## src/rtl/sonar_pkg.sv

```systemverilog
// Shared constants for the sonar datapath: ASCII codes, angle ROM, FSM encodings.
// Latency: n/a (constants and a pure function).
// Backpressure: n/a.
package sonar_pkg;

  localparam logic [7:0] ASCII_COMMA = 8'h2C;
  localparam logic [7:0] ASCII_HASH  = 8'h23;
  localparam logic [7:0] ASCII_ZERO  = 8'h30;

  // Servo angle for each position as three ASCII digits; entry k is 20*(k+1) degrees.
  localparam logic [23:0] ANGLE_ROM [8] = '{
    "020", "040", "060", "080", "100", "120", "140", "160"
  };

  // Measurement FSM encodings.
  localparam logic [2:0] MS_IDLE = 3'd0;
  localparam logic [2:0] MS_TRIG = 3'd1;
  localparam logic [2:0] MS_WAIT = 3'd2;
  localparam logic [2:0] MS_MEAS = 3'd3;
  localparam logic [2:0] MS_DONE = 3'd4;

  // UART transmitter FSM encodings.
  localparam logic [0:0] TX_IDLE = 1'b0;
  localparam logic [0:0] TX_BUSY = 1'b1;

  // Three-digit BCD increment that sticks at 999 instead of rolling over.
  function automatic logic [11:0] bcd_inc_sat(input logic [11:0] d);
    logic [11:0] r;
    r = d;
    if (d != 12'h999) begin
      if (d[3:0] != 4'd9) begin
        r[3:0] = d[3:0] + 4'd1;
      end else begin
        r[3:0] = 4'd0;
        if (d[7:4] != 4'd9) begin
          r[7:4] = d[7:4] + 4'd1;
        end else begin
          r[7:4]  = 4'd0;
          r[11:8] = d[11:8] + 4'd1;
        end
      end
    end
    return r;
  endfunction

endpackage

```

## src/rtl/sonar_uart_tx.sv

```systemverilog
// 8N1 UART transmitter, LSB first, BAUD_DIV cycles per bit.
// Latency: line drops to the start bit one cycle after start_i; done_o rises 10*BAUD_DIV cycles after that edge.
// Backpressure: start_i is only sampled while idle; requests during a frame are dropped.
module sonar_uart_tx
  import sonar_pkg::*;
#(
  parameter int BAUD_DIV = 434
) (
  input  logic       clk_i,
  input  logic       rst_ni,
  input  logic       start_i,
  input  logic [7:0] data_i,
  output logic       tx_o,
  output logic       done_o
);
  localparam int BW = $clog2(BAUD_DIV + 1);

  logic [0:0]    state_q, state_d;
  logic [9:0]    sh_q, sh_d;
  logic [3:0]    bit_q, bit_d;
  logic [BW-1:0] baud_q, baud_d;
  logic          done_q, done_d;

  // Frame sequencing: load {stop, data, start} and shift it out one bit per baud period.
  always_comb begin
    state_d = state_q;
    sh_d    = sh_q;
    bit_d   = bit_q;
    baud_d  = baud_q;
    done_d  = done_q;
    if (state_q == TX_IDLE) begin
      if (start_i) begin
        sh_d    = {1'b1, data_i, 1'b0};
        bit_d   = 4'd0;
        baud_d  = '0;
        done_d  = 1'b0;
        state_d = TX_BUSY;
      end
    end else if (baud_q == BW'(BAUD_DIV - 1)) begin
      baud_d = '0;
      if (bit_q == 4'd9) begin
        state_d = TX_IDLE;
        done_d  = 1'b1;
      end else begin
        // Shift in ones so the line rests high when the frame is over.
        sh_d  = {1'b1, sh_q[9:1]};
        bit_d = bit_q + 4'd1;
      end
    end else begin
      baud_d = baud_q + BW'(1);
    end
  end

  // State registers; the shift register resets to all ones so the line idles high.
  always_ff @(posedge clk_i or negedge rst_ni) begin
    if (!rst_ni) begin
      state_q <= TX_IDLE;
      sh_q    <= '1;
      bit_q   <= 4'd0;
      baud_q  <= '0;
      done_q  <= 1'b0;
    end else begin
      state_q <= state_d;
      sh_q    <= sh_d;
      bit_q   <= bit_d;
      baud_q  <= baud_d;
      done_q  <= done_d;
    end
  end

  assign tx_o   = sh_q[0];
  assign done_o = done_q;

endmodule

```

## src/rtl/sonar_fd.sv

```systemverilog
// Sonar datapath: echo ranging to BCD centimetres, servo PWM, UART byte mux/TX, 2 s tick timer.
// Latency: sensor_pronto 2 cycles after the synchronised echo falls; UART byte 10*BAUD_DIV cycles.
// Backpressure: none; medicao/transmissao are levels honoured only while the matching engine is idle.
module sonar_fd
  import sonar_pkg::*;
#(
  parameter int CLK_HZ      = 50_000_000,
  parameter int TRIG_CYCLES = 500,
  parameter int CM_CYCLES   = 2941,
  parameter int BAUD_DIV    = 434,
  parameter int PWM_PERIOD  = 1_000_000,
  parameter int PWM_MIN     = 50_000,
  parameter int PWM_STEP    = 7_143,
  parameter int TICK_CYCLES = 100_000_000
) (
  input  logic       clock,
  input  logic       reset,
  input  logic       echo,
  input  logic       medicao,
  input  logic       transmissao,
  input  logic       limpa_tick_2s,
  input  logic       conta_tick_2s,
  input  logic [2:0] sel_rom,
  input  logic [2:0] sel_transmissao,
  input  logic [2:0] sel_posicao,
  output logic       tick_2s,
  output logic       trigger,
  output logic       pwm,
  output logic       saida_serial,
  output logic       serial_pronto,
  output logic       sensor_pronto,
  output logic [3:0] contador
);
  localparam int TW = $clog2(TRIG_CYCLES + 1);
  localparam int CW = $clog2(CM_CYCLES + 1);
  localparam int PW = $clog2(PWM_PERIOD + 1);
  localparam int KW = $clog2(TICK_CYCLES + 1);

  // CLK_HZ only documents the timing the other parameters were derived from.
  if (CLK_HZ <= 0) begin : g_clk_hz_check
    $error("CLK_HZ must be positive");
  end

  logic          echo_m_q, echo_s_q, echo_p_q;
  logic          echo_rise;
  logic [2:0]    ms_q, ms_d;
  logic [TW-1:0] trig_cnt_q, trig_cnt_d;
  logic [CW-1:0] cm_cnt_q, cm_cnt_d;
  logic [11:0]   dist_q, dist_d;
  logic          spr_q, spr_d;
  logic [PW-1:0] pwm_cnt_q;
  logic [31:0]   pwm_w_q, pwm_w_cur;
  logic          pwm_q;
  logic [KW-1:0] tick_cnt_q;
  logic          tick_q;
  logic [3:0]    cont_q;
  logic [23:0]   rom_word;
  logic [7:0]    tx_byte;

  // Two-flop synchroniser for the asynchronous echo, plus a delayed copy for edge detection.
  always_ff @(posedge clock or negedge reset) begin
    if (!reset) begin
      echo_m_q <= 1'b0;
      echo_s_q <= 1'b0;
      echo_p_q <= 1'b0;
    end else begin
      echo_m_q <= echo;
      echo_s_q <= echo_m_q;
      echo_p_q <= echo_s_q;
    end
  end

  assign echo_rise = echo_s_q & ~echo_p_q;

  // Measurement FSM. MEASURE counts every cycle up to and including the one that sees echo low,
  // which together with the rise cycle spent in WAIT makes the count equal the echo width.
  always_comb begin
    ms_d       = ms_q;
    trig_cnt_d = trig_cnt_q;
    cm_cnt_d   = cm_cnt_q;
    dist_d     = dist_q;
    spr_d      = spr_q;
    case (ms_q)
      MS_IDLE: if (medicao) begin
        spr_d      = 1'b0;
        trig_cnt_d = '0;
        ms_d       = MS_TRIG;
      end
      MS_TRIG: if (trig_cnt_q == TW'(TRIG_CYCLES - 1)) begin
        ms_d = MS_WAIT;
      end else begin
        trig_cnt_d = trig_cnt_q + TW'(1);
      end
      MS_WAIT: if (echo_rise) begin
        cm_cnt_d = '0;
        dist_d   = 12'h000;
        ms_d     = MS_MEAS;
      end
      MS_MEAS: begin
        if (cm_cnt_q == CW'(CM_CYCLES - 1)) begin
          cm_cnt_d = '0;
          dist_d   = bcd_inc_sat(dist_q);
        end else begin
          cm_cnt_d = cm_cnt_q + CW'(1);
        end
        if (!echo_s_q) ms_d = MS_DONE;
      end
      MS_DONE: begin
        spr_d = 1'b1;
        ms_d  = MS_IDLE;
      end
      default: ms_d = MS_IDLE;
    endcase
  end

  // Measurement state registers.
  always_ff @(posedge clock or negedge reset) begin
    if (!reset) begin
      ms_q       <= MS_IDLE;
      trig_cnt_q <= '0;
      cm_cnt_q   <= '0;
      dist_q     <= 12'h000;
      spr_q      <= 1'b0;
    end else begin
      ms_q       <= ms_d;
      trig_cnt_q <= trig_cnt_d;
      cm_cnt_q   <= cm_cnt_d;
      dist_q     <= dist_d;
      spr_q      <= spr_d;
    end
  end

  // Pulse width is re-evaluated only at the period start so a position change never chops a pulse.
  assign pwm_w_cur = (pwm_cnt_q == '0)
                   ? (32'(PWM_MIN) + 32'(sel_posicao) * 32'(PWM_STEP))
                   : pwm_w_q;

  // Free-running PWM period counter and registered output.
  always_ff @(posedge clock or negedge reset) begin
    if (!reset) begin
      pwm_cnt_q <= '0;
      pwm_w_q   <= '0;
      pwm_q     <= 1'b0;
    end else begin
      pwm_cnt_q <= (pwm_cnt_q == PW'(PWM_PERIOD - 1)) ? '0 : pwm_cnt_q + PW'(1);
      pwm_w_q   <= pwm_w_cur;
      pwm_q     <= (32'(pwm_cnt_q) < pwm_w_cur);
    end
  end

  // Tick timer: clear wins over count; each wrap pulses tick_2s and bumps contador.
  always_ff @(posedge clock or negedge reset) begin
    if (!reset) begin
      tick_cnt_q <= '0;
      tick_q     <= 1'b0;
      cont_q     <= 4'd0;
    end else if (limpa_tick_2s) begin
      tick_cnt_q <= '0;
      tick_q     <= 1'b0;
      cont_q     <= 4'd0;
    end else if (conta_tick_2s && (tick_cnt_q == KW'(TICK_CYCLES - 1))) begin
      tick_cnt_q <= '0;
      tick_q     <= 1'b1;
      cont_q     <= cont_q + 4'd1;
    end else begin
      tick_cnt_q <= conta_tick_2s ? tick_cnt_q + KW'(1) : tick_cnt_q;
      tick_q     <= 1'b0;
    end
  end

  // Byte to transmit: angle digits, separator, distance digits, terminator.
  always_comb begin
    rom_word = ANGLE_ROM[sel_rom];
    tx_byte  = ASCII_HASH;
    case (sel_transmissao)
      3'd0: tx_byte = rom_word[23:16];
      3'd1: tx_byte = rom_word[15:8];
      3'd2: tx_byte = rom_word[7:0];
      3'd3: tx_byte = ASCII_COMMA;
      3'd4: tx_byte = ASCII_ZERO + {4'd0, dist_q[11:8]};
      3'd5: tx_byte = ASCII_ZERO + {4'd0, dist_q[7:4]};
      3'd6: tx_byte = ASCII_ZERO + {4'd0, dist_q[3:0]};
      default: tx_byte = ASCII_HASH;
    endcase
  end

  sonar_uart_tx #(
    .BAUD_DIV (BAUD_DIV)
  ) u_uart_tx (
    .clk_i   (clock),
    .rst_ni  (reset),
    .start_i (transmissao),
    .data_i  (tx_byte),
    .tx_o    (saida_serial),
    .done_o  (serial_pronto)
  );

  assign trigger       = (ms_q == MS_TRIG);
  assign sensor_pronto = spr_q;
  assign pwm           = pwm_q;
  assign tick_2s       = tick_q;
  assign contador      = cont_q;

endmodule

```

## config.mk

```make
export PLATFORM = sky130hd
export DESIGN_NAME = sonar_fd
export DESIGN_NICKNAME = d
export VERILOG_FILES = /design/src/rtl/sonar_pkg.sv /design/src/rtl/sonar_uart_tx.sv /design/src/rtl/sonar_fd.sv
export SDC_FILE = /design/constraint.sdc
export NUM_CORES = 1
export LEC_CHECK = 0
export BUFFER_PORTS_ARGS = -buffer_cell sky130_fd_sc_hd__buf_2
export CAP_MARGIN = 20
export CELL_PAD_IN_SITES_DETAIL_PLACEMENT = 1
export CELL_PAD_IN_SITES_GLOBAL_PLACEMENT = 1
export CORE_ASPECT_RATIO = 1.75
export CORE_UTILIZATION = 26
export CTS_CLUSTER_SIZE = 14
export DETAILED_ROUTE_END_ITERATION = 12
export PLACE_DENSITY = 0.55
export SLEW_MARGIN = 0
export SYNTH_ARGS = -nofsm -noshare
export SYNTH_HDL_FRONTEND = slang
export SYNTH_SLANG_ARGS = --single-unit
```

## constraint.sdc

```tcl
create_clock -name clock -period 3.6 [get_ports clock]
set_input_delay 0.18 -clock clock [delete_from_list [all_inputs] [get_ports clock]]
set_output_delay 0.18 -clock clock [all_outputs]
set_load 0.01 [all_outputs]
```

=== Yosys cells after proc, flatten, opt, wreduce, memory -nomap -nowiden ===
Memories as Yosys holds them, arrays and structs flattened.
Cells that the tools add are included.

* Add/sub/neg operators: 14
* Multiply operators: 1
* $lt $le $gt $ge: 2
* Equality and inequality tests: 31
* Muxes and demuxes: 51
* Bitwise logic cells: 3
* Reduce and logical (&&, ||, !) cells: 19

{| class="wikitable"
|+ Operator list
! kind !! number
|-
| $mux 27 || 3
|-
| $pmux 8 s7 || 1
|-
| $mux 12 || 4
|-
| $mux 24 || 2
|-
| $pmux 12 s2 || 2
|-
| $mux 9 || 5
|-
| $mux 10 || 4
|-
| $mux 4 || 9
|-
| $lt 20x32->1 || 1
|-
| $mux 32 || 1
|-
| $add 27x1->27 const B || 1
|-
| $eq 27x27->1 const B || 1
|-
| $ne 2x2->1 const B || 11
|-
| $add 6x4->7 const A || 3
|-
| $add 20x1->20 const B || 1
|-
| $add 4x1->4 const B || 5
|-
| $eq 20x20->1 const B || 1
|-
| $logic_not 20->1 || 1
|-
| $mux 20 || 1
|-
| $add 9x1->9 const B || 2
|-
| $eq 9x9->1 const B || 2
|-
| $pmux 9 s2 || 1
|-
| $add 16x16->17 const A || 1
|-
| $mul 3x13->16 const B || 1
|-
| other kinds (27) || 57
|}

* Register bits after elaboration: 150
* Memory bits (read-only): 192
* Output and inout bits: 10
* Word-level logic and storage cells: 143
* Memories kept: 1

{| class="wikitable"
|+ Memories
! memory !! words !! bits a word !! read ports !! clocked after memory_dff !! write ports !! RTL line !! source
|-
| (no name shown) || 8 || 24 || 1 || 0 || 0 || sonar_fd.sv:173 || <nowiki>rom_word = ANGLE_ROM[sel_rom];</nowiki>
|}

=== Depth between registers and ports, before layout ===
Gate-level depths: netlist (run 1).

* Depth in word-level cells: 7
* Depth in mapped cells: 18
* Mapped depth without buffers: 18

=== By module ===
Synthesis (run 1) repeated with hierarchy kept, for this count alone.

* Cells, all modules: 886
* Area, all modules: 8573.2 um2

{| class="wikitable"
|+ Modules (own cells, without submodules)
! module !! instances !! cells an instance !! area an instance (um2) !! sequential area each (um2)
|-
| sonar_fd || 1 || 765 || 7282.0 || 3128.0
|-
| sonar_uart_tx || 1 || 121 || 1291.2 || 611.8
|}

=== Worst setup path after synthesis (run 1) ===
No wires, ideal clock.

* Path type: input-to-reg
* Start point: input port sel_posicao[0]
* End point: register pwm_q (netlist: pwm)
* Setup time: 0.082 ns
* Arrival: 3.505 ns
* Required time: 3.518 ns
* Setup slack: 0.013 ns
* Cell stages on the path: 15
* Path through: fa_1 ha_1 ha_1 inv_1 fa_1 a21oi_1 or3_1 a311oi_2 xnor2_1 mux2i_1 ha_1 a211o_1 a211o_1 a221o_1 o22ai_1

* Longest elaborated chain between the ends: 4

{| class="wikitable"
|+ RTL lines
! what !! RTL line !! source
|-
| start: declaration || sonar_fd.sv:25 || <nowiki>input logic [2:0] sel_posicao,</nowiki>
|-
| $mul 3x13->16 || sonar_fd.sv:135 || <nowiki>? (32'(PWM_MIN) + 32'(sel_posicao) * 32'(PWM_STEP))</nowiki>
|-
| $add 16x16->17 || sonar_fd.sv:135 ||
|-
| $mux 32 || sonar_fd.sv:135 ||
|-
| $lt 20x32->1 || sonar_fd.sv:147 || <nowiki>pwm_q <= (32'(pwm_cnt_q) < pwm_w_cur);</nowiki>
|-
| end signal: assignment || sonar_fd.sv:147 ||
|-
| end: declaration || sonar_fd.sv:53 || <nowiki>logic pwm_q;</nowiki>
|}

Every way passes these cells.
A chain may end at the register's enable or synchronous reset.

=== Worst setup path after layout (run 1) ===
Same ends and word-level chain as after synthesis.

==> results of run 1 <==
==> worst register-to-register path: cells and delay by family, from the launching register on <==
kind,cells,cell delay [ps]
buffers and inverters,3,450
and+or+nand+nor,4,1260
adders and majority gates,1,240
muxes,1,360
DFF,1,450
AOI/OAI and AO/OA,4,560
==> worst max path at each step <==
stage,cells after the start,endpoint,startpoint
6_report,16,pwm$_DFF_PN0_,sel_posicao[0]
2_1_floorplan,15,pwm$_DFF_PN0_,sel_posicao[0]
3_5_place_dp,19,pwm$_DFF_PN0_,sel_posicao[1]
5_1_grt,16,pwm$_DFF_PN0_,sel_posicao[0]
4_1_cts,19,pwm$_DFF_PN0_,sel_posicao[1]
3_3_place_gp,18,pwm$_DFF_PN0_,sel_posicao[2]
==> registers in the layout, summed over array words and instances, names as in the netlist, 3 cells and up <==
name and count:
dist_q 12, tick_cnt_q 27, pwm_cnt_q 20, trig_cnt_q 9, u_uart_tx.sh_q 9, ms_q 3, u_uart_tx.bit_q 4, pwm_w_q 32
u_uart_tx.baud_q 9, contador 4, cm_cnt_q 12
==> cells in the final DEF (no fill, tap or decap), drive strengths merged, types with 3 or more instances in the layout <==
master	n
dfrtp	140
nand2	87
nor2	86
o21ai	84
buf	76
ha	61
inv	46
nand3	34
xnor2	30
a21oi	29
xor2	27
nand4	22
clkbuf	22
nor2b	21
and3	21
mux2i	13
nor3	13
mux2	12
nand2b	11
o31ai	11
nor4	11
or3	9
a31oi	9
dfstp	9
a21o	8
nand3b	8
o21a	7
and4	6
a211o	5
clkinvlp	5
o22ai	5
fa	4
or4	4
o41ai	4
and2	4
a311oi	3
==> what timing repair did <==
| item | CTS | global route |
|---|---|---|
| hold endpoints to repair | 61 | 0 |
| endpoints found under the setup margin | 1 | 1 |
| buffers inserted | 0 | 2 |
| hold buffers | 2 | 0 |
| cloned | 0 | 1 |
| pin swaps | 1 | 11 |
| resized for setup | 2 | 21 |
==> cell families (layout without fill, tap and decap cells) <==
| kind of cell | Yosys count | in the layout | share of synthesized area |
|---|---|---|---|
| and+or+nand+nor | 344 | 344 | 0.206 |
| AOI/OAI and AO/OA | 178 | 178 | 0.129 |
| DFF | 149 | 149 | 0.443 |
| buffers and inverters | 66 | 154 | 0.0316 |
| adders and majority gates | 65 | 65 | 0.0999 |
| xor gates and xnor gates | 57 | 57 | 0.0591 |
| muxes | 25 | 25 | 0.0314 |
==> final cells by class <==
class / count / area, sq um
clock buffer: 20 / 457
clock inverter: 10 / 98.8
fill: 3651 / 21700
inverter: 44 / 165
multi-input combinational: 669 / 4510
sequential: 149 / 3740
tap: 396 / 495
timing repair buffer: 80 / 602
==> per-layer routing <==
| layer | GRT usage | up-vias | part of all wire |
|---|---|---|---|
| met4 | 0.0722 | 0 | 0.026 |
| met1 | 0.146 | 3348 | 0.39 |
| met2 | 0.273 | 41 | 0.57 |
| met3 | 0.0207 | 28 | 0.014 |
| met5 | 0 | - | 0 |
| li1 | - | 3282 | - |
==> where the power goes <==
group          internal, mW  switching [mW]  total (mW)
Sequential             1.73          0.0219        1.75
Clock                 0.983           0.752        1.73
Combinational         0.221           0.261       0.483
Total                  2.93            1.04        3.97
==> stage by stage <==
step                      hold WS, ps  cell area (sq um)  cells   util  power (mW)
after floorplan                  -116               8440    884      -        2.03
after global placement            267               9370   1333  0.295        2.23
after detailed placement          272               9370   1333  0.295        2.24
after CTS                        41.2               9950   1365  0.313        4.02
after global routing             88.5              10100   1368  0.317        4.16
final                            66.4              10100   1368  0.317        3.97
==> results by group, run 1 <==
Run status
  • Status: finished clean

Yosys
  • Number of register bits inferred by synthesis: about 150
  • Syn_nets: 965
  • Most frequently used flop master after synthesis: sky130_fd_sc_hd__dfrtp_1
  • Number of synthesis warnings: 0
  • Cells taking the most area after synthesis: sky130_fd_sc_hd__dfrtp_1, sky130_fd_sc_hd__ha_1, sky130_fd_sc_hd__o21ai_0
  • Number of instances in the synthesized netlist: 884
  • Number of enable flip-flop cells after synthesis: 0
  • Proportion of synthesized flip-flops having asynchronous set or reset: 1.00
  • Count leader, synth: sky130_fd_sc_hd__dfrtp_1
  • Average footprint of a synthesized cell: approximately 9.5 sq um
  • Synth cell types: 60
  • Most area-hungry cell type in the Yosys netlist: sky130_fd_sc_hd__dfrtp_1
  • Post-synthesis sequential area ratio: 0.443
  • Most common library cells after synthesis: sky130_fd_sc_hd__dfrtp_1, sky130_fd_sc_hd__nand2_1, sky130_fd_sc_hd__nor2_1
  • Cell area after synthesis: 8440 sq um
  • Post-synth top area share: 0.415

Floorplan
  • Area of the die: between 30000 and 40000 sq um
  • Number of ports placed on the die boundary: 26
  • Die Ht: around 240 um
  • DIE WIDTH: roughly 140 um
  • Total core area: ~32000 sq um
  • Number of standard-cell rows in the floorplan: 86
  • Starting density of the core: 0.266

Worst setup path
  • Cell with the most instances on the worst path: sky130_fd_sc_hd__ha_1
  • Worst setup path category: input pin to register
  • Critical-path cell with the highest stage delay: sky130_fd_sc_hd__fa_1
  • Worst r2r src: pwm_cnt_q[10]$_DFF_PN0_
  • Worst Setup End Kind: register
  • Startpoint type of the worst setup path: input pin
  • Worst-path fanout max: 3
  • Crit Reg-Reg Endpoint: pwm$_DFF_PN0_
  • Biggest cell delay along the critical path: 500 ps
  • Category of cells accounting for the largest share of critical-path delay: adder cells
  • Cell breakdown of the critical path: buf_2 -> fa_1 -> ha_1 -> ha_1 -> inv_1 -> fa_1 -> a21oi_2 -> or3_1 -> a311oi_2 -> xnor2_1 -> mux2i_1 -> ha_1 -> a211o_1 -> a211o_1 -> a221o_1 -> o22ai_2
  • Register-to-register path setup slack: roughly 210 ps
  • CP Data Arrival Time: around 3800 ps
  • Data required, critical path: 3960 ps
  • R2r worst-path depth: 13
  • Number of buffers and inverters on the critical path: 2

Finish
  • Synth-to-layout area growth: 19.3%
  • Antenna diode instance count: 0
  • Share of cells above drive strength 1: 0.159
  • Final nets: between 1k and 1.5k

Placement
  • Worst slack, placed: -403 ps
  • Buffers added on ports: 25
  • Gp weighted congestion: roughly 0.79
  • Sum of net half-perimeters after detailed placement: about 16000 um

Global route
  • Initial antenna violation count: 0
  • All-Layer GR Usage: 0.141
  • Via count of the first global-routing pass: 7266
  • Largest net degree at the start of global routing: between 60 and 70
  • Leftover overflow at the end of global routing: 0
  • Wire length of the first global-routing pass: 36900 um

Detailed routing
  • Detailed-route wire length: roughly 22000 um
  • Count of TritonRoute iterations in the first routing pass: 4
  • Iteration-0 DRC count of the detailed router: between 200 and 250
  • Post-route DRC: 0
  • Via density per instance: roughly 4.9
  • Total vias in the final route: between 6k and 7k
  • DR WL/cell: ~16 um
  • Number of nets with antenna violations after detailed routing: 0

Timing
  • Fin worst setup slack: approximately 130 ps
  • Fmax: a little under 0.3 GHz
  • Worst-case headroom to the max-slew limit: 0.426
  • Worst clock skew on the final layout: 11.5 ps
  • Number of pins exceeding their max-slew limit in the final report: 0
  • Total Negative Setup Slacks: 0 ps
  • Hold Fails Final Rpt: 0
  • Shortest clock period the worst path allows after layout: around 3500 ps
  • Actual transition at the worst max-transition pin: approximately 850 ps
  • Tcrit/Tclk final: 0.963
  • Setup violators final: 0

Min path
  • End point of the worst hold path: tick_cnt_q[24]$_DFFE_PN0P_
  • Start point of the worst min-delay path: conta_tick_2s
  • Worst min-delay path class: input pin to register
  • Hold-critical path depth: 3

CTS
  • Clock tree root driver cell: sky130_fd_sc_hd__clkbuf_16
  • Worst-path clk slew: ~70 ps
  • Number of buffers inserted during clock tree synthesis: 17
  • H-tree depth: 4
  • Clock network latency to the later pin of the worst-skew pair: 440 ps
  • TritonCTS clock tree: built
  • Maximum root-to-sink buffer count: 2
  • Sink count of the clock tree: 149

Pwr
  • PD cells: between 300 and 400 nW/um^2
  • Max VDD drop: 0.303 mV
  • P_leak: 4.54 nW

Run
  • Max-capacitance violation count: 0
(Power assumes the default switching activity.)
==> inputs of run 2 (changes only) <==
--- a/config.mk
+++ b/config.mk
@@ -17,4 +17,5 @@
 export SLEW_MARGIN = 0
 export SYNTH_ARGS = -nofsm -noshare
 export SYNTH_HDL_FRONTEND = slang
+export SYNTH_HIERARCHICAL = 1
 export SYNTH_SLANG_ARGS = --single-unit
==> results by group, run 2 <==
Detailed routing
  • Count of TritonRoute iterations in the first routing pass: 4 (unchanged)
  • Number of nets with antenna violations after detailed routing: 0 (unchanged)
  • Total vias in the final route: 6639 (was 6699)
  • Post-route DRC: 0 (unchanged)
  • Iteration-0 DRC count of the detailed router: 245 (was 206)
  • DR WL/cell: 15.3 um (was 15.8 um)
  • Via density per instance: 4.86 (was 4.90)
  • Detailed-route wire length: 21000 um (was 21600 um)

Yosys
  • Most area-hungry cell type in the Yosys netlist: sky130_fd_sc_hd__dfrtp_1 (unchanged)
  • Number of register bits inferred by synthesis: 149 (unchanged)
  • Cell area after synthesis: 8570 sq um (was 8440 sq um)
  • Proportion of synthesized flip-flops having asynchronous set or reset: 1.00 (unchanged)
  • Portion of netlist area occupied by mux cells: 0.0318 (was 0.0314)
  • Adder and majority gate portion of the synthesized area: 0.0975 (was 0.0999)
  • Main combinational cell family by area after synthesis: simple AND/OR/NAND/NOR gates (unchanged)
  • Number of instances in the synthesized netlist: 886 (was 884)
  • Most common library cells after synthesis: sky130_fd_sc_hd__dfrtp_1, sky130_fd_sc_hd__nor2_1, sky130_fd_sc_hd__nand2_1 (was sky130_fd_sc_hd__dfrtp_1, sky130_fd_sc_hd__nand2_1, sky130_fd_sc_hd__nor2_1)
  • Synth cell types: 71 (was 60)
  • Post-synthesis share of cell area spent on and, or, nand and nor gates: 0.221 (was 0.206)
  • Post-synth top area share: 0.409 (was 0.415)
  • Most frequently used flop master after synthesis: sky130_fd_sc_hd__dfrtp_1 (unchanged)
  • Number of enable flip-flop cells after synthesis: 0 (unchanged)
  • Number of synthesis warnings: 6 (was 0)
  • Post-synthesis sequential area ratio: 0.436 (was 0.443)
  • Area fraction in compound gates after synthesis: 0.120 (was 0.129)
  • Post-synthesis share of cell area spent on xor and xnor gates: 0.0582 (was 0.0591)
  • Count leader, synth: sky130_fd_sc_hd__dfrtp_1 (unchanged)
  • Cells taking the most area after synthesis: sky130_fd_sc_hd__dfrtp_1, sky130_fd_sc_hd__ha_1, sky130_fd_sc_hd__nor2_1 (was sky130_fd_sc_hd__dfrtp_1, sky130_fd_sc_hd__ha_1, sky130_fd_sc_hd__o21ai_0)
  • Average footprint of a synthesized cell: 9.68 sq um (was 9.55 sq um)

Floorplan
  • Total core area: 32300 sq um (was 31700 sq um)
  • DIE WIDTH: 139 um (was 138 um)
  • Area of the die: 33700 sq um (was 33200 sq um)
  • Starting density of the core: 0.265 (was 0.266)
  • Die Ht: 242 um (was 240 um)
  • Number of ports placed on the die boundary: 26 (unchanged)
  • Number of standard-cell rows in the floorplan: 87 (was 86)

CTS
  • Clock network latency to the later pin of the worst-skew pair: 450 ps (was 440 ps)
  • Worst-path clk slew: 60 ps (was 70 ps)
  • H-tree depth: 4 (unchanged)
  • Setup Fix Bufs, Post-CTS: 0 (unchanged)
  • TritonCTS clock tree: built (unchanged)
  • Number of buffers inserted during clock tree synthesis: 17 (unchanged)
  • Maximum root-to-sink buffer count: 2 (unchanged)
  • Clock tree root driver cell: sky130_fd_sc_hd__clkbuf_16 (unchanged)
  • Sink count of the clock tree: 149 (unchanged)

Worst setup path
  • Worst-path fanout max: 3 (unchanged)
  • Startpoint type of the worst setup path: input pin (unchanged)
  • CP Data Arrival Time: 3750 ps (was 3830 ps)
  • Worst r2r src: pwm_cnt_q[0]$_DFF_PN0_ (was pwm_cnt_q[10]$_DFF_PN0_)
  • Worst setup path category: input pin to register (unchanged)
  • Register-to-register path setup slack: 320 ps (was 210 ps)
  • R2r worst-path depth: 16 (was 13)
  • Worst Setup End Kind: register (unchanged)
  • Crit Reg-Reg Endpoint: pwm$_DFF_PN0_ (unchanged)
  • Data required, critical path: 3980 ps (was 3960 ps)

Timing
  • Worst-case headroom to the max-slew limit: 0.486 (was 0.426)
  • Tcrit/Tclk final: 0.935 (was 0.963)
  • Actual transition at the worst max-transition pin: 772 ps (was 855 ps)
  • Worst hold slack: 80.4 ps (was 66.4 ps)
  • Hold Fails Final Rpt: 0 (unchanged)
  • Number of pins exceeding their max-slew limit in the final report: 0 (unchanged)
  • Setup violators final: 0 (unchanged)
  • RSZ-0062 raised after global routing: false
  • Shortest clock period the worst path allows after layout: 3370 ps (was 3470 ps)
  • Fin worst setup slack: 235 ps (was 134 ps)
  • Worst clock skew on the final layout: 11.1 ps (was 11.5 ps)
  • Fmax: 0.297 GHz (was 0.289 GHz)

Finish
  • Post-layout util: 0.311 (was 0.317)
  • Number of flip-flops in the largest register: 32 (unchanged)
  • Cell area after layout: 10100 sq um (about the same)
  • Biggest register: pwm_w_q (unchanged)
  • Antenna diode instance count: 0 (unchanged)
  • Seq. cell area: 3740 sq um (unchanged)
  • Top library cells by usage in the layout, fill and taps aside: sky130_fd_sc_hd__dfrtp_1, sky130_fd_sc_hd__nor2_1, sky130_fd_sc_hd__nand2_1 (was sky130_fd_sc_hd__dfrtp_1, sky130_fd_sc_hd__nand2_1, sky130_fd_sc_hd__nor2_1)
  • Most frequent standard cell in the layout excluding fill and tap cells: sky130_fd_sc_hd__dfrtp_1 (unchanged)
  • Multi-input gate area: 4540 sq um (was 4510 sq um)
  • Synth-to-layout area growth: 17.3% (was 19.3%)
  • Final nets: 1035 (was 1042)
  • Share of cells above drive strength 1: 0.151 (was 0.159)
  • Regs by FF count: pwm_w_q (32), tick_cnt_q (27), pwm_cnt_q (20) (unchanged)
  • Total of fill cells in the finished design: 3718 (was 3651)

Pwr
  • Portion of total power attributed to sequential cells: 0.414 (was 0.441)
  • Internal power: 3.20 mW (was 2.93 mW)
  • Post-route total power: 4.58 mW (was 3.97 mW)
  • P_leak: 4.54 nW (about the same)
  • Part of the power in the clock network: 0.393 (was 0.437)
  • Switching pwr: 1.37 mW (was 1.04 mW)
  • Sw Ratio: 0.300 (was 0.261)
  • PD cells: 455 nW/um^2 (was 394 nW/um^2)
  • Max VDD drop: 0.232 mV (was 0.303 mV)
  • Combinational share of power: 0.194 (was 0.122)

Run status
  • Status: finished clean (unchanged)

Global route
  • Initial antenna violation count: 0 (unchanged)
  • All-Layer GR Usage: 0.136 (was 0.141)
  • Wire length of the first global-routing pass: 36600 um (was 36900 um)
  • Leftover overflow at the end of global routing: 0 (unchanged)
  • Largest net degree at the start of global routing: 76 (was 63)
  • Via count of the first global-routing pass: 7370 (was 7266)

Min path
  • End point of the worst hold path: u_uart_tx/done_o$_DFFE_PN0P_ (was tick_cnt_q[24]$_DFFE_PN0P_)
  • Start point of the worst min-delay path: transmissao (was conta_tick_2s)
  • Worst min-delay path class: input pin to register (unchanged)
  • Hold-critical path depth: 4 (was 3)

Placement
  • Buffers added on ports: 25 (unchanged)
  • Sum of net half-perimeters after detailed placement: 15700 um (was 15800 um)
  • Worst slack, placed: -305 ps (was -403 ps)
  • Gp weighted congestion: 0.756 (was 0.791)
  • Placed Instance Area: 9450 sq um (was 9370 sq um)

Run
  • Max-capacitance violation count: 0 (unchanged)
## run 2: cell types whose count changed after synthesis, sizes merged, moves of 8 or more
cell,delta
nor2b,-15
or2,+9
o221a,+8
o21ai,-23
a21oi,-9
and2,+14
## run 2: critical path, cell delays in order
cell	delay [ps]
sky130_fd_sc_hd__buf_2	120
sky130_fd_sc_hd__fa_1	460
sky130_fd_sc_hd__fa_1	390
sky130_fd_sc_hd__ha_1	200
sky130_fd_sc_hd__or4_1	520
sky130_fd_sc_hd__o22a_2	230
sky130_fd_sc_hd__a211o_1	320
sky130_fd_sc_hd__a2111oi_4	330
sky130_fd_sc_hd__a21o_1	170
sky130_fd_sc_hd__ha_1	220
sky130_fd_sc_hd__nand4_1	100
sky130_fd_sc_hd__a21oi_1	60
sky130_fd_sc_hd__a221oi_1	280
sky130_fd_sc_hd__a22o_1	170
## run 2: power by group through the flow
stage	registers, mW	clock network (mW)	logic (mW)
after global placement	1.92	0	0.891
after detailed placement	1.93	0	0.912
after floorplan	1.87	0	0.632
after global routing	1.92	1.93	1.02
after CTS	1.90	1.87	0.918
final	1.89	1.80	0.887
## run 2: layout make-up
| cell class | count | share of cell area |
|---|---|---|
| Sequential cell | 149 | 0.372 |
| Clock inverter | 12 | 0.0127 |
| Clock buffer | 20 | 0.0454 |
| Inverter | 48 | 0.0179 |
| Timing Repair Buffer | 71 | 0.0504 |
| Multi-Input combinational cell | 667 | 0.452 |
| Tap cell | 400 | 0.0498 |
## run 2: logic make-up (layout without fill, tap and decap cells)
| family | count (synthesis) | after routing |
|---|---|---|
| compound gates | 149 | 149 |
| xor+xnor | 57 | 57 |
| fa+ha+maj | 65 | 65 |
| buf+inv | 71 | 151 |
| flops | 149 | 149 |
| mux | 26 | 26 |
| other cells | 2 | 3 |
| simple gates | 367 | 367 |
## run 2: metrics by stage
step	instances	setup TNS (ps)
2_1_floorplan	887	0
3_3_place_gp	1333	-224
3_5_place_dp	1333	-305
4_1_cts	1367	0
5_1_grt	1367	0
6_report	1367	0
## run 2: worst max-delay path by stage
stage	start	endpoint	slack, ps	depth (start not counted)
final	sel_posicao[0]	pwm$_DFF_PN0_	230	14
after global routing	pwm_cnt_q[10]$_DFF_PN0_	pwm$_DFF_PN0_	4	13
after CTS	sel_posicao[0]	pwm$_DFF_PN0_	150	14
after detailed placement	sel_posicao[0]	pwm$_DFF_PN0_	-300	14
after global placement	sel_posicao[0]	pwm$_DFF_PN0_	-220	14
after floorplan	sel_posicao[0]	pwm$_DFF_PN0_	80	13
## run 2: what timing repair did
action                                 4_1_cts  5_1_grt
hold buffers                                 2        0
setup endpoints to repair                    0        1
endpoints found under the hold margin       71        0
resized for setup                            0        1
## run 2: per-layer routing
layer  GRT usage  wire length, um  up-vias
met5           0                0        -
met4      0.0621              548        0
met2       0.259            11600       50
li1            -                -     3252
met1       0.140             8430     3309
met3      0.0289              419       28
==> inputs of run 3 (changes only) <==
--- a/config.mk
+++ b/config.mk
@@ -14,6 +14,7 @@
 export CTS_CLUSTER_SIZE = 14
 export DETAILED_ROUTE_END_ITERATION = 12
 export PLACE_DENSITY = 0.55
+export REMOVE_ABC_BUFFERS = 1
 export SLEW_MARGIN = 0
 export SYNTH_ARGS = -nofsm -noshare
 export SYNTH_HDL_FRONTEND = slang
==> results by group, run 3 (synthesis results as in run 2) <==
Run status
  • Status: finished clean (unchanged)

Pwr
  • Part of the power in the clock network: 0.393 (about the same)
  • Portion of total power attributed to sequential cells: 0.414 (about the same)
  • Sw Ratio: 0.303 (was 0.300)
  • Switching pwr: 1.39 mW (was 1.37 mW)
  • Max VDD drop: 0.301 mV (was 0.232 mV)
  • P_leak: 4.53 nW (was 4.54 nW)
  • Combinational share of power: 0.193 (was 0.194)
  • Internal power: 3.19 mW (was 3.20 mW)
  • PD cells: 456 nW/um^2 (was 455 nW/um^2)

Detailed routing
  • Via density per instance: 4.91 (was 4.86)
  • Post-route DRC: 0 (unchanged)
  • Count of TritonRoute iterations in the first routing pass: 4 (unchanged)
  • Total vias in the final route: 6694 (was 6639)
  • Number of nets with antenna violations after detailed routing: 0 (unchanged)
  • Iteration-0 DRC count of the detailed router: 208 (was 245)
  • DR WL/cell: 15.3 um (about the same)
  • Detailed-route wire length: 20900 um (was 21000 um)

Finish
  • Regs by FF count: pwm_w_q (32), tick_cnt_q (27), pwm_cnt_q (20) (unchanged)
  • Share of cells above drive strength 1: 0.152 (was 0.151)
  • Final nets: 1033 (was 1035)
  • Biggest register: pwm_w_q (unchanged)
  • Most frequent standard cell in the layout excluding fill and tap cells: sky130_fd_sc_hd__dfrtp_1 (unchanged)
  • Top library cells by usage in the layout, fill and taps aside: sky130_fd_sc_hd__dfrtp_1, sky130_fd_sc_hd__nor2_1, sky130_fd_sc_hd__nand2_1 (unchanged)
  • Synth-to-layout area growth: 17.2% (was 17.3%)
  • Cell area after layout: 10000 sq um (was 10100 sq um)
  • Number of flip-flops in the largest register: 32 (unchanged)
  • Antenna diode instance count: 0 (unchanged)

Global route
  • Initial antenna violation count: 0 (unchanged)
  • All-Layer GR Usage: 0.133 (was 0.136)
  • Busiest grt layer: met2 (unchanged)
  • Leftover overflow at the end of global routing: 0 (unchanged)
  • Met1 Track Usage GR: 0.136 (was 0.140)
  • Met2 Usage GRT: 0.257 (was 0.259)
  • Via count of the first global-routing pass: 7256 (was 7370)
  • Wire length of the first global-routing pass: 35700 um (was 36600 um)
  • Routing usage on met3: 0.0271 (was 0.0289)
  • Largest net degree at the start of global routing: 92 (was 76)

Worst setup path
  • Biggest cell delay along the critical path: 480 ps (was 520 ps)
  • Startpoint type of the worst setup path: input pin (unchanged)
  • Worst-path fanout max: 3 (unchanged)
  • Worst setup path category: input pin to register (unchanged)
  • Critical-path cell with the highest stage delay: sky130_fd_sc_hd__fa_1 (was sky130_fd_sc_hd__or4_1)
  • CP Data Arrival Time: 3800 ps (was 3750 ps)
  • Worst Setup End Kind: register (unchanged)
  • Data required, critical path: 3970 ps (was 3980 ps)
  • Cell breakdown of the critical path: buf_2 -> fa_1 -> fa_1 -> ha_1 -> or4_1 -> o22a_2 -> a211o_1 -> a2111oi_4 -> a21o_1 -> ha_1 -> nand4_1 -> a21oi_1 -> a221oi_1 -> a22o_1 (unchanged)

Timing
  • Fmax: 0.292 GHz (was 0.297 GHz)
  • Hold Fails Final Rpt: 0 (unchanged)
  • Worst clock skew on the final layout: 10.6 ps (was 11.1 ps)
  • Worst-case headroom to the max-slew limit: 0.349 (was 0.486)
  • Number of pins exceeding their max-slew limit in the final report: 0 (unchanged)
  • Worst hold slack: 81.8 ps (was 80.4 ps)
  • Total Negative Setup Slacks: 0 ps (unchanged)
  • RSZ-0062 raised after global routing: false (unchanged)
  • Tcrit/Tclk final: 0.952 (was 0.935)
  • Shortest clock period the worst path allows after layout: 3430 ps (was 3370 ps)
  • Actual transition at the worst max-transition pin: 967 ps (was 772 ps)
  • Setup violators final: 0 (unchanged)

CTS
  • Sink count of the clock tree: 149 (unchanged)
  • Clock network latency to the later pin of the worst-skew pair: 440 ps (was 450 ps)
  • Worst-path clk slew: 70 ps (was 60 ps)
  • Clock tree root driver cell: sky130_fd_sc_hd__clkbuf_16 (unchanged)
  • Maximum root-to-sink buffer count: 2 (unchanged)
  • H-tree depth: 4 (unchanged)
  • TritonCTS clock tree: built (unchanged)
  • Number of buffers inserted during clock tree synthesis: 17 (unchanged)

Floorplan
  • Total core area: 32300 sq um (unchanged)
  • Number of ports placed on the die boundary: 26 (unchanged)
  • Area of the die: 33700 sq um (unchanged)
  • Die Ht: 242 um (unchanged)
  • DIE WIDTH: 139 um (unchanged)
  • Starting density of the core: 0.265 (unchanged)
  • Number of standard-cell rows in the floorplan: 87 (unchanged)

Placement
  • Gp weighted congestion: 0.764 (was 0.756)
  • Buffers added on ports: 25 (unchanged)
  • Sum of net half-perimeters after detailed placement: 15500 um (was 15700 um)
  • Placed Instance Area: 9430 sq um (was 9450 sq um)

Min path
  • Worst min-delay path class: input pin to register (unchanged)

Run
  • Max-capacitance violation count: 0 (unchanged)
## run 3: worst max-delay path: cells and delay by family
family | cells | cell delay (ps)
compound gates | 7 | 1580
fa+ha+maj | 4 | 1410
buf+inv | 1 | 120
simple gates | 2 | 500
## run 3: timing repair
item | in CTS | in global routing
hold buffers | 2 | 0
setup endpoints to repair | 0 | 1
endpoints found under the hold margin | 82 | 0
gates resized for setup | 0 | 2
setup buffers | 0 | 0
## run 3: worst paths after layout
path                                         start                           end  slack (ps)  cells after the start
hold / removal                         transmissao  u_uart_tx/done_o$_DFFE_PN0P_          80                      4
setup reg to reg           pwm_cnt_q[15]$_DFF_PN0_                 pwm$_DFF_PN0_         380                     15
setup / recovery                    sel_posicao[0]                 pwm$_DFF_PN0_         170                     14
hold reg to reg                 echo_m_q$_DFF_PN0_            echo_s_q$_DFF_PN0_         360                      0
min in group asynchronous                    reset            echo_s_q$_DFF_PN0_         370                      2
max in group asynchronous                    reset       pwm_cnt_q[19]$_DFF_PN0_        2370                      3
## run 3: layer usage
| layer | wire, um | vias to the layer above | share of wire |
|---|---|---|---|
| li1 | - | 3254 | - |
| met1 | 8350 | 3367 | 0.40 |
| met4 | 416 | 0 | 0.020 |
| met2 | 11700 | 46 | 0.56 |
| met3 | 393 | 27 | 0.019 |
| met5 | 0 | - | 0 |
## run 3: cell type report
| cell class | instances | area [sq um] |
|---|---|---|
| well taps | 400 | 500 |
| fillers | 3682 | 22300 |
| clock inverters | 13 | 150 |
| flip-flops and latches | 149 | 3740 |
| repair buffers | 69 | 479 |
| multi-input cells | 667 | 4560 |
| inverters | 48 | 180 |
| clock buffers | 18 | 439 |
## run 3: per-stage QoR
stage	worst slack [ps]	power, mW	utilization	instances
after CTS	141	4.70	0.310	1364
final	174	4.58	0.311	1364
after global routing	8.73	4.88	0.311	1364
after detailed placement	-275	2.84	0.292	1331
after global placement	-185	2.81	0.292	1331
after floorplan	73.1	2.48	-	864
## run 3: power groups by stage
stage / logic, mW / clock network (mW) / registers [mW]
floorplan: 0.586 / 0 / 1.90
global placement: 0.888 / 0 / 1.92
detailed placement: 0.905 / 0 / 1.93
CTS: 0.912 / 1.89 / 1.90
global route: 1.02 / 1.95 / 1.91
finish: 0.884 / 1.80 / 1.90
